--- src/rtl/ps2_key_ctrl.sv ---
// ps2_key_ctrl: PS/2 set-2 scan-code parser driving a two-player key bitmap and a press/release event queue
//
// Ports:
//   clk        system clock, all state changes on the rising edge
//   rst        asynchronous, active-low reset
//   rx_byte    scan-code byte from the PS/2 receiver
//   rx_valid   one-cycle strobe qualifying rx_byte
//   key_state  held-key bitmap: [4:0] P1 up/left/down/right/fire, [9:5] P2 same order
//   evt_valid  event queue non-empty
//   evt_code   head event key index (0-9), 0 when empty
//   evt_make   head event kind, 1 = press, 0 = release
//   evt_ready  consumer pops the head when evt_valid & evt_ready
//   ovf        sticky flag, an event was dropped on a full queue
//   ovf_clr    clears ovf (a same-cycle overflow wins)
//
// Parameters:
//   TIMEOUT     cycles without rx_valid after which a pending prefix is abandoned
//   FIFO_DEPTH  event queue depth, power of two in 2..16
//
// Build option:
//   PS2_EXT_KEYS_EN  defined   -> P2 directions are the E0-prefixed arrow keys
//                    undefined -> P2 directions are I/J/K/L and every E0 code is ignored
module ps2_key_ctrl #(
    parameter logic [15:0] TIMEOUT    = 16'd50000,
    parameter int          FIFO_DEPTH = 4
) (
    input  logic       clk,
    input  logic       rst,
    input  logic [7:0] rx_byte,
    input  logic       rx_valid,
    output logic [9:0] key_state,
    output logic       evt_valid,
    output logic [3:0] evt_code,
    output logic       evt_make,
    input  logic       evt_ready,
    output logic       ovf,
    input  logic       ovf_clr
);
    localparam logic [1:0] IDLE    = 2'd0;
    localparam logic [1:0] EXT     = 2'd1;
    localparam logic [1:0] BRK     = 2'd2;
    localparam logic [1:0] EXT_BRK = 2'd3;
    localparam int          AW     = $clog2(FIFO_DEPTH);
    localparam logic [AW:0] FULL   = (AW+1)'(FIFO_DEPTH);

    logic [1:0]    state, state_nx;
    logic [15:0]   tmo_cnt;
    logic          dec_en, dec_ext, dec_make;
    logic          base_hit, p2_hit, hit;
    logic [3:0]    base_idx, p2_idx, idx;
    logic          push, pop, full, accept;
    logic [4:0]    mem [FIFO_DEPTH];
    logic [AW-1:0] wr_ptr, rd_ptr;
    logic [AW:0]   count;

    // Prefix parser. A byte is decoded whenever it completes a sequence,
    // i.e. the FSM lands back in IDLE on it. E0 never completes a sequence:
    // in BRK/EXT_BRK it is a malformed prefix and is simply dropped.
    always_comb begin
        state_nx = state;
        if (rx_valid) begin
            case (state)
                IDLE:    state_nx = (rx_byte == 8'hE0) ? EXT : (rx_byte == 8'hF0) ? BRK : IDLE;
                EXT:     state_nx = (rx_byte == 8'hF0) ? EXT_BRK : IDLE;
                default: state_nx = IDLE;
            endcase
        end else if (state != IDLE && tmo_cnt == TIMEOUT - 16'd1) begin
            state_nx = IDLE;
        end
    end

    assign dec_en   = rx_valid && state_nx == IDLE && rx_byte != 8'hE0;
    assign dec_ext  = state == EXT || state == EXT_BRK;
    assign dec_make = state == IDLE || state == EXT;

    // Keys common to both builds; only reachable without the E0 prefix.
    always_comb begin
        base_hit = !dec_ext;
        base_idx = 4'd0;
        case (rx_byte)
            8'h1D:   base_idx = 4'd0;
            8'h1C:   base_idx = 4'd1;
            8'h1B:   base_idx = 4'd2;
            8'h23:   base_idx = 4'd3;
            8'h29:   base_idx = 4'd4;
            8'h5A:   base_idx = 4'd9;
            default: base_hit = 1'b0;
        endcase
    end

`ifdef PS2_EXT_KEYS_EN
    // P2 directions on the extended arrow keys.
    always_comb begin
        p2_hit = dec_ext;
        p2_idx = 4'd5;
        case (rx_byte)
            8'h75:   p2_idx = 4'd5;
            8'h6B:   p2_idx = 4'd6;
            8'h72:   p2_idx = 4'd7;
            8'h74:   p2_idx = 4'd8;
            default: p2_hit = 1'b0;
        endcase
    end
`else
    // P2 directions on I/J/K/L; extended codes stay unmapped.
    always_comb begin
        p2_hit = !dec_ext;
        p2_idx = 4'd5;
        case (rx_byte)
            8'h43:   p2_idx = 4'd5;
            8'h3B:   p2_idx = 4'd6;
            8'h42:   p2_idx = 4'd7;
            8'h4B:   p2_idx = 4'd8;
            default: p2_hit = 1'b0;
        endcase
    end
`endif

    assign hit = base_hit || p2_hit;
    assign idx = base_hit ? base_idx : p2_idx;

    // Only real state changes become events, so typematic repeats and
    // releases of keys that are not held stay silent.
    assign push   = dec_en && hit && key_state[idx] != dec_make;
    assign full   = count == FULL;
    assign pop    = evt_valid && evt_ready;
    assign accept = push && (!full || pop);

    always_ff @(posedge clk or negedge rst) begin
        if (!rst) begin
            state     <= IDLE;
            tmo_cnt   <= '0;
            key_state <= '0;
            wr_ptr    <= '0;
            rd_ptr    <= '0;
            count     <= '0;
            ovf       <= 1'b0;
        end else begin
            state   <= state_nx;
            tmo_cnt <= (rx_valid || state_nx == IDLE) ? '0 : tmo_cnt + 16'd1;
            if (push)
                key_state[idx] <= dec_make;
            if (accept)
                wr_ptr <= wr_ptr + AW'(1);
            if (pop)
                rd_ptr <= rd_ptr + AW'(1);
            count <= count + {{AW{1'b0}}, accept} - {{AW{1'b0}}, pop};
            ovf   <= (push && !accept) || (ovf && !ovf_clr);
        end
    end

    // Storage needs no reset: the head outputs are masked while empty.
    always_ff @(posedge clk) begin
        if (accept)
            mem[wr_ptr] <= {idx, dec_make};
    end

    assign evt_valid = count != '0;
    assign evt_code  = evt_valid ? mem[rd_ptr][4:1] : 4'd0;
    assign evt_make  = evt_valid && mem[rd_ptr][0];
endmodule

--- config.mk ---
export PLATFORM = sky130hd
export DESIGN_NAME = ps2_key_ctrl
export DESIGN_NICKNAME = d
export VERILOG_FILES = /design/src/rtl/ps2_key_ctrl.sv
export SDC_FILE = /design/constraint.sdc
export NUM_CORES = 1
export LEC_CHECK = 0
export ABC_AREA = 1
export CAP_MARGIN = 10
export CORE_ASPECT_RATIO = 0.9
export CORE_MARGIN = 4
export CORE_UTILIZATION = 45
export DETAILED_ROUTE_END_ITERATION = 10
export GPL_TIMING_DRIVEN = 0
export PLACE_DENSITY = 0.68
export SLEW_MARGIN = 20
export SYNTH_ARGS = -nofsm -noshare
export SYNTH_HDL_FRONTEND = slang
export SYNTH_SLANG_ARGS = --single-unit
export TNS_END_PERCENT = 30
--- constraint.sdc ---
create_clock -name clk -period 2.6 [get_ports clk]
set_input_delay 0.78 -clock clk [delete_from_list [all_inputs] [get_ports clk]]
set_output_delay 0.78 -clock clk [all_outputs]
set_load 0.02 [all_outputs]
==> run_results.csv <==
group,metric,value,unit
outcome,status,"finished with violations",
outcome,failed_checks,"setup timing",
timing,tightest_slew,634,ps
timing,rsz0062_at_grt,"yes",
clocking,root_buffer,"clkbuf_8",
detailed_routing,drtIter0Drc,132,
synthesis,synth_area,3220,um^2
global_routing,grt_pass1_vias,2834,
final_layout,finalNetCount,494,
detailed_routing,drt-total-wl,7930,um
timing,fin_crit_sh,115,%
detailed_routing,drt_first_pass_iters,4,
global_routing,overflow,0,
detailed_routing,wl_met1,3460,um
power_and_ir_drop,leakagePower,1.97,nW
floorplan,start_util,47.6,%
clocking,cts_inserted_buffers,5,
synthesis,synth_seq_area_share,46.7,%
power_and_ir_drop,vdd_drop_max,325,uV
synthesis,synthArstFlopShare,64.3,%
synthesis,syn-instance-count,402,
timing,fmax,335,MHz
floorplan,die_y,88.2,um
timing,post-route-min-period,2980,ps
timing,slew_violations,0,
clocking,clkLatencyLatePin,320,ps
detailed_routing,highest_layer,"met4",
detailed_routing,postRouteAntennaNets,0,
detailed_routing,post_drt_wl_per_cell,14.1,um
clocking,cts_max_path_buffers,2,
floorplan,row_count,28,
clocking,tritoncts,"yes",
global_routing,grt_pass1_wl,13100,um
synthesis,ys_ff_latch,56,
final_layout,areaGrowthSynthToFinish,35.7,%
global_routing,grt_start_max_net_pins,27,
setup_path,required,2810,ps
synthesis,syn_nets,423,
floorplan,dieArea,8570,um^2
job,max-cap-violations,0,
synthesis,synth_edf_count,20,
timing,setup_viol,22,
setup_path,crit_arrival,3190,ps
power_and_ir_drop,power_density,597,nW/um^2
setup_path,worst-path-max-fanout,5,
global_routing,grt_use_total,18.9,%
timing,slew_headroom,57.8,%
placed_design,portBuffers,29,
detailed_routing,met3WireLength,356,um
timing,fin_skew,12.0,ps
synthesis,avgSynthCellArea,8.01,um^2
detailed_routing,vias_per_cell,5.14,
setup_path,worstSetupEndpointType,"flip-flop",
synthesis,synth_ff_type,"dfrtp_1",
clocking,clk_pin_slew,110,ps
final_layout,drive_gt1_share,29.3,%
floorplan,core,6760,um^2
timing,setup_slack,-381,ps
timing,final_hold_viol_count,0,
floorplan,dieWidth,97.1,um
synthesis,yosys_warnings,0,
clocking,clock-sinks,56,
final_layout,antenna_cells,0,
detailed_routing,vias,2901,
synthesis,ys_types,37,
placed_design,place_congestion,0.895,
detailed_routing,drc,0,
detailed_routing,wl_met2,4020,um
setup_path,worstSetupStartpointType,"primary input",
hold_path,hp-class,"in2async",
floorplan,ios,30,
clocking,postCtsHoldBufs,0,
final_layout,final_area,4370,um^2
final_layout,final_common_cell,"nand2_1",
global_routing,antenna_found_initial,0,
placed_design,placement.setup.worst_slack,-1370,ps
final_layout,final_cell_mix,"nand2_1 (67), inv_1 (47), nor2_1 (47)",
clocking,htreeDepth,2,
power_and_ir_drop,finalPower,2.61,mW
setup_path,worstSetupPathType,"in2reg",
placed_design,dp_hpwl,5400,um
placed_design,placed_area,3750,um^2
==> logic make-up after synthesis <==
kind of cell	Yosys count	share of synthesized area (%)
adder cells (fa/ha/maj)	8	3.34
flip-flops	56	46.7
AO/OA/AOI/OAI	33	6.49
buffers and inverters	72	8.71
AND/OR/NAND/NOR	227	33.2
XOR/XNOR	6	1.63
==> layout make-up <==
cell class	count	area, um^2
multi-input cells	274	1710
fillers	526	2390
inverters	64	280
repair buffers	64	586
plain buffers	8	43.8
clock inverters	3	68.8
flip-flops and latches	56	1500
well taps	90	113
clock buffers	5	68.8
==> through the flow <==
stage | utilization [%] | setup TNS, ps | cells | hold slack, ps
6_report | 64.6 | -2140 | 564 | 332
5_1_grt | 64.6 | -4360 | 564 | 327
4_1_cts | 62.4 | -1700 | 559 | 330
3_5_place_dp | 55.4 | -46690 | 522 | 462
3_3_place_gp | 55.2 | -47790 | 521 | 453
2_1_floorplan | - | -2600 | 402 | 433
==> final timing paths <==
check | start | endpoint | slack [ps] | cells past startpoint
worst min register to register | tmo_cnt[0]$_DFF_PN0_ | tmo_cnt[0]$_DFF_PN0_ | 470 | 1
min in group clk | tmo_cnt[0]$_DFF_PN0_ | tmo_cnt[0]$_DFF_PN0_ | 470 | 1
worst max-delay path | rx_byte[4] | count[2]$_DFF_PN0_ | -380 | 21
max in group asynchronous | rst | wr_ptr[1]$_DFFE_PN0P_ | 1820 | 2
worst min-delay path | rst | key_state[9]$_DFFE_PN0P_ | 330 | 1
worst max register to register | state[0]$_DFF_PN0_ | count[2]$_DFF_PN0_ | 20 | 17
==> state kept, by name (all words and copies together) (netlist names) <==
| name | cells |
|---|---|
| mem | 20 |
| tmo_cnt | 16 |
| key_state | 10 |
| count | 3 |
| rd_ptr | 2 |
| state | 2 |
| wr_ptr | 2 |
| ovf | 1 |
==> cell usage after synthesis (all sizes together) (2+ instances only) <==
cell type   n  area share [%]
nand4      27             5.9
inv        64             7.5
a21oi      10             1.6
ha          7             2.7
nor2       64             7.5
nor3       10             1.6
edfxtp     20              19
nand2      99              13
o21ai      15             2.6
xor2        5             1.4
a211oi      2            0.47
nor4        4            0.78
buf         4            0.78
nand3      16             3.0
dfrtp      36              28
clkbuf      4            0.47
nor3b       6             1.4
==> power by group <==
group	switching [mW]	internal, mW	leakage [nW]	total [mW]
Sequential	0.0666	0.977	0.671	1.04
Clock	0.299	0.388	0.0687	0.687
Combinational	0.537	0.340	1.23	0.876
==> timing repair <==
action | in CTS | in global routing
pin swaps | 41 | 15
resized for setup | 85 | 31
setup buffers | 29 | 6
endpoints found under the setup margin | 51 | 35
==> critical path, stage by stage <==
cell     delay, ps
buf_12         120
inv_6           50
nand4_1        210
inv_2          160
nand2_4         80
o21ai_4        110
nand2_2        110
nand2_4        100
nand2_2         50
nand2_1         50
nand2_1         50
nand2_1         80
nand2_2         80
nand3_2        110
nand2_4         60
nand4_4        100
inv_2           60
ha_4           160
fa_2           350
xnor2_2        140
xor2_1         160
==> layer usage <==
| metal | vias up | global-route usage [%] |
|---|---|---|
| li1 | 1449 | - |
| met1 | 1369 | 23.0 |
| met2 | 72 | 34.3 |
| met3 | 11 | 3.86 |
| met4 | 0 | 5.99 |
| met5 | - | 0 |
No activity file was read; power rests on OpenSTA's default activity.
